===== config.mk =====
export PLATFORM = sky130hd
export DESIGN_NAME = axis_packet_mux
export DESIGN_NICKNAME = d
export VERILOG_FILES = /design/src/rtl/axis_packet_mux.sv
export SDC_FILE = /design/constraint.sdc
export NUM_CORES = 1
export LEC_CHECK = 0
export ABC_AREA = 1
export CAP_MARGIN = 40
export CELL_PAD_IN_SITES_DETAIL_PLACEMENT = 0
export CELL_PAD_IN_SITES_GLOBAL_PLACEMENT = 1
export CORE_UTILIZATION = 28
export DETAILED_ROUTE_END_ITERATION = 12
export PLACE_DENSITY_LB_ADDON = 0.25
export SYNTH_ARGS = -nofsm -noshare
export SYNTH_HDL_FRONTEND = slang
export SYNTH_SLANG_ARGS = --single-unit

===== constraint.sdc =====
create_clock -name clk -period 1.88 [get_ports clk]
set_clock_uncertainty 0.15 [all_clocks]
set_input_delay 0.282 -clock clk [delete_from_list [all_inputs] [get_ports clk]]
set_output_delay 0.282 -clock clk [all_outputs]
set_load 0.05 [all_outputs]

===== src/rtl/axis_packet_mux.sv =====
// axis_packet_mux: forwards one whole AXI-Stream packet from the arbiter-granted
// input to a registered output, then re-arbitrates.
module axis_packet_mux #(
   parameter int N      = 4,
   parameter int DATA_W = 8,
   parameter int CNT_W  = 16
) (
   input  logic                clk,
   input  logic                rst,
   input  logic [N*DATA_W-1:0] s_tdata,
   input  logic [N-1:0]        s_tvalid,
   input  logic [N-1:0]        s_tlast,
   output logic [N-1:0]        s_tready,
   output logic [DATA_W-1:0]   m_tdata,
   output logic                m_tvalid,
   output logic                m_tlast,
   input  logic                m_tready,
   output logic [N-1:0]        arb_req,
   output logic                arb_enable,
   input  logic [N-1:0]        arb_grant,
   output logic [CNT_W-1:0]    pkt_count
);
   typedef enum logic [1:0] {IDLE, GRANT, PASS} state_t;
   state_t state;
   logic [N-1:0] sel;
   logic [DATA_W-1:0] sel_data;
   logic sel_valid, sel_last, room, accept;
   always_comb begin
      sel_data  = '0;
      sel_valid = 1'b0;
      sel_last  = 1'b0;
      for (int i = 0; i < N; i++) begin
         sel_data  = sel_data | (sel[i] ? s_tdata[i*DATA_W +: DATA_W] : '0);
         sel_valid = sel_valid | (sel[i] & s_tvalid[i]);
         sel_last  = sel_last | (sel[i] & s_tlast[i]);
      end
   end
   assign room       = !m_tvalid || m_tready;
   assign accept     = state == PASS && sel_valid && room;
   assign s_tready   = (state == PASS && !rst && room) ? sel : '0;
   assign arb_req    = s_tvalid;
   assign arb_enable = state == IDLE && !rst && |s_tvalid;
   always_ff @(posedge clk) begin
      if (rst) begin
         state     <= IDLE;
         sel       <= '0;
         m_tdata   <= '0;
         m_tvalid  <= 1'b0;
         m_tlast   <= 1'b0;
         pkt_count <= '0;
      end else begin
         if (m_tvalid && m_tready && m_tlast) pkt_count <= pkt_count + 1'b1;
         if (accept) begin
            m_tdata  <= sel_data;
            m_tlast  <= sel_last;
            m_tvalid <= 1'b1;
         end else if (m_tready) begin
            m_tvalid <= 1'b0;
         end
         case (state)
            IDLE: if (|s_tvalid) state <= GRANT;
            GRANT: begin
               state <= |arb_grant ? PASS : IDLE;
               // an illegal multi-hot grant degrades to its lowest set bit
               if (|arb_grant) sel <= arb_grant & (~arb_grant + 1'b1);
            end
            PASS: if (accept && sel_last) state <= IDLE;
            default: state <= IDLE;
         endcase
      end
   end
   assert property (@(posedge clk) disable iff (rst) state == GRANT |-> $onehot0(arb_grant));
endmodule


Yosys cells after proc, flatten, opt, wreduce, memory -nomap -nowiden

Cells that the tools add are included.

Flip-flop bits (word level): 32
Latch bits: 0
Memory bits (writable): 0
Memory bits (read-only): 0
Input bits: 47
Memories kept: 0

Add/subtract/negate cells: 2
Multipliers: 0
Divide/modulo/power cells: 0
Order comparisons: 0
Equal/unequal tests: 4
Shift operators: 0
Multiplexer cells: 11
Bitwise operators: 19
Reduce and logical (&&, ||, !) cells: 18

Operator list:

| kind                                                             | number |
|---|---|
| 8-bit 2-to-1 mux                                                 | 4 |
| 8-bit OR                                                         | 3 |
| 16-bit by 1-bit adder with 16-bit output (second input constant) | 1 |
| 1-bit logical AND                                                | 9 |
| 1-bit AND                                                        | 8 |
| 4-bit OR reduction                                               | 2 |
| 2-bit 2-to-1 mux                                                 | 3 |
| 1-bit OR                                                         | 6 |
| 2-bit one-hot mux with 3 select lines                            | 1 |
| 4-bit by 1-bit adder with 4-bit output (second input constant)   | 1 |
| 4-bit AND                                                        | 1 |
| 4-bit 2-to-1 mux                                                 | 1 |
| 2-bit by 1-bit != test with 1-bit output (second input constant) | 2 |
| 4-bit inverter                                                   | 1 |
| 2-bit AND reduction                                              | 2 |
| 2-bit by 1-bit == test with 1-bit output (second input constant) | 1 |
| 2-bit == test (second input constant)                            | 1 |
| 1-bit zero test                                                  | 2 |
| 2-bit zero test                                                  | 1 |
| 1-bit 2-to-1 mux                                                 | 2 |
| 2-bit nonzero test                                               | 1 |
| 1-bit logical OR                                                 | 1 |

Depth between registers and ports, before layout

Gate-level depths: netlist of the first run.

Word-level depth: 9
Mapped depth: 8

Worst setup path before layout of the first run

Ideal clock, no wire load.

Path type: flip-flop to output port
Start point: register m_tvalid
End point: output port s_tready[0]
Data arrival time: 1657 ps
Setup slack: -209 ps
Stages on the path, launching flop included: 7
Buffers on the path: 1
Path through: dfxtp_1 inv_1 nor2_1 nor2_2 buf_6 nand2_1 nor2_1

Longest elaborated chain between the ends: 4

Ends and longest elaborated chain:

| what                     | line | source |
|---|---|---|
| start: declaration       | 15   | `output logic m_tvalid,` |
| start signal: assignment | 48   | `m_tvalid <= 1'b0;` |
| start signal: assignment | 56   | `m_tvalid <= 1'b1;` |
| start signal: assignment | 58   | `m_tvalid <= 1'b0;` |
| 1-bit zero test          | 38   | `assign room = !m_tvalid \|\| m_tready;` |
| 1-bit logical OR         | 38   |  |
| 1-bit logical AND        | 40   | `assign s_tready = (state == PASS && !rst && room) ? sel : '0;` |
| 4-bit 2-to-1 mux         | 40   |  |
| end: declaration         | 13   | `output logic [N-1:0] s_tready,` |

Every way passes these cells.

Worst setup path in the final report of the first run

Start point: input port s_tvalid[0]
End point: output port arb_enable

Longest elaborated chain between the ends: 2

Ends and longest elaborated chain:

| what               | line | source |
|---|---|---|
| start: declaration | 11   | `input logic [N-1:0] s_tvalid,` |
| 4-bit OR reduction | 42   | `assign arb_enable = state == IDLE && !rst && \|s_tvalid;` |
| 1-bit logical AND  | 42   |  |
| end: declaration   | 19   | `output logic arb_enable,` |

Every way passes these cells.

==> impl_metrics.yaml, run 1 <==
drt:
  drtAntennaViolNets: 0
  detail_route.wl_per_cell_um: 11.7
  drcViolationCount: 0
  drt_iter0_markers: 65
  wirelength_um: 5220
  num_vias: 1970
  drtPass1Iterations: 4
  avgViaCountPerCell: 4.44
setup_path:
  cp.required_ns: 1.45
  r2r-end: "pkt_count[14]$_SDFFE_PP0P_"
  critPathLaunchType: "primary input"
  rr_startpoint: "pkt_count[0]$_SDFFE_PP0P_"
  r2r_cells: 8
  critPathMaxFanout: 2
  setup.worst_path.end_class: "output port"
  crit_arrival_ns: 1.34
  reg2reg_slack_ns: 0.41
  critical_path_class: "primary input to output port"
finish:
  nFillCells: 646
  nets: 416
  drive_above_1_share: 0.209
  area.growth.synth_to_final_pct: 60.1
  fin_area_um2: 2900
  layout.cells.non_filler: 444
  diodes: 0
  fin_util: 0.476
global_routing:
  grt_pass1_wl_um: 8420
  use_met1: 0.214
  grt_usage: 0.163
  grt_max_degree: 21
  use_met3: 0.0396
  use_met2: 0.274
  grt_pass1_vias: 1762
  grt_antenna_before_repair: 0
  grt_overflow: 0
  grt.busiest_layer: "met2"
placed_design:
  dp_cells: 436
  dp_hpwl_um: 4160
  dp_slack_ns: 0.00965
  place_area_um2: 2760
  globalplace.congestion: 0.752
  numPortBuffers: 81
pwr:
  power.leakage_uw: 0.00122
  p_per_area_nw_per_um2: 548
  peakVddDrop_uv: 301
sta:
  final_max_slew_viol_count: 0
  setup_slack_ns: 0.107
  relSlewSlack: 0.767
  timing.hold.ws_ns: 0.181
  fin_crit_sh: 0.943
  rsz0062_at_grt: "false"
  hold_viol: 0
  min_period_ns: 1.77
  timing.fmax_mhz: 564
  setup_violations: 0
  worst_pin_slew_ns: 0.347
synthesis:
  synth_edf_count: 0
  synth_area_um2: 1810
  ys_seq_elements: 32
  async_flop_share: 0
  yosys_warnings: 0
  synthFlopType: "dfxtp_1"
  synth.most_common_cell: "nand2_1"
  yosys.area.top_type: "dfxtp_1"
  synthCells: 278
  synth.top_cell.area_share: 0.354
  synth.avg_cell_area_um2: 6.52
  synth_common_cells: "91 x nand2_1, 35 x nor2_1, 33 x inv_1"
  synth_cell_types: 29
  synth_area_leaders: "dfxtp_1 35%, nand2_1 19%, nor2_1 7.3%"
  syn_nets: 326
  synth_seq_area_share: 0.354
worst_hold_path:
  min_path_cells: 4
  min_to: "m_tvalid$_SDFFE_PP0P_"
  worstHoldPathType: "primary input to flip-flop"
  min_from: "m_tready"
clock_tree:
  cts_root_buffer: "clkbuf_8"
  htree_levels: 2
  cts_tree: "yes"
  post_cts_buffers: 0
  cts_buffers: 5
  cts_sinks: 32
  clk_latency_ns: 0.28
  clkTransAtPathRegs_ns: 0.07
  clockBufferDepth: 2
floorplan:
  fp.dieArea_um2: 6800
  die_x_um: 82.4
  core_um2: 6100
  die_h_um: 82.4
  rows: 28
  initial_core_util: 0.297
  io-pin-count: 82
outcome:
  outcome: "complete, no violations"
run:
  drv_cap: 0
worst max path at each step:
stage,startpoint,endpoint,slack (ns)
global placement,m_tready,s_tready[1],0.01
detailed placement,s_tvalid[0],arb_enable,0.01
floorplan,m_tvalid$_SDFFE_PP0P_,s_tready[0],-0.21
CTS,m_tready,s_tready[2],0.008
global route,m_tvalid$_SDFFE_PP0P_,s_tready[2],0.03
finish,s_tvalid[0],arb_enable,0.11
state kept, by name, summed over array words and instances (netlist names):
register / cells
sel: 4
pkt_count: 16
m_tlast: 1
m_tvalid: 1
state: 2
m_tdata: 8
report_power, final:
part	total (uW)	internal (uW)	switching [uW]
combinational	336	173	164
sequential	702	691	10.9
clock	550	299	251
area by class of cell:
type | count | area [um2] | area share
inverters | 34 | 128 | 0.0440
repair buffers | 95 | 943 | 0.325
flip-flops and latches | 32 | 641 | 0.221
clock buffers | 8 | 90.1 | 0.0311
well taps | 75 | 93.8 | 0.0324
multi-input cells | 200 | 1000 | 0.346
layout by cell type (no fill, tap or decap), types with 2 or more instances in the layout:
master            n
nand2_2           4
dfxtp_1          32
clkbuf_1          2
nand2_1          90
nor2_4            6
clkbuf_8          6
nand4_1          14
clkdlybuf4s50_1  45
nand3_1          13
buf_12            9
o21ai_0           3
nor2_2            4
nand3_4           2
a21oi_1          19
o21a_1            2
buf_4            40
xor2_1            2
inv_1            32
nor2_1           31
layer usage:
layer / up-vias / wire, um
met1: 872 / 2460
met5: - / 0
li1: 1048 / -
met2: 44 / 2460
met3: 6 / 270
met4: 0 / 27
metrics by stage:
step                TNS (ns)  power, uW
finish                     0       1590
global route               0       1670
CTS                        0       1600
detailed placement         0       1050
global placement           0       1050
floorplan             -0.836        866
logic make-up (layout without fill, tap and decap cells):
kind of cell             after synthesis  in the layout  synth area share
AND/OR/NAND/NOR                      169            169             0.427
XOR/XNOR                               2              2           0.00967
AO/OA/AOI/OAI                         28             28            0.0863
buffers and inverters                 46            137             0.116
flip-flops                            32             32             0.354
adder cells (fa/ha/maj)                1              1           0.00690
worst max-delay path: stages:
cell             delay (ns)
clkdlybuf4s50_1        0.44
nor4_2                 0.34
nor2_1                 0.12
buf_12                 0.16
repair_timing:
item,CTS,global route
pin swaps,0,2
hold buffers,0,0
hold endpoints to repair,0,0
endpoints found under the setup margin,1,4
resized for setup,1,12
Note: power is estimated with default switching activity, not from simulation.
==> run 2: changes to the inputs <==
TNS_END_PERCENT = 100   (was not set)
==> results of run 2 <==
Same layout as run 1: the final DEF is identical, and so are final timing and power.
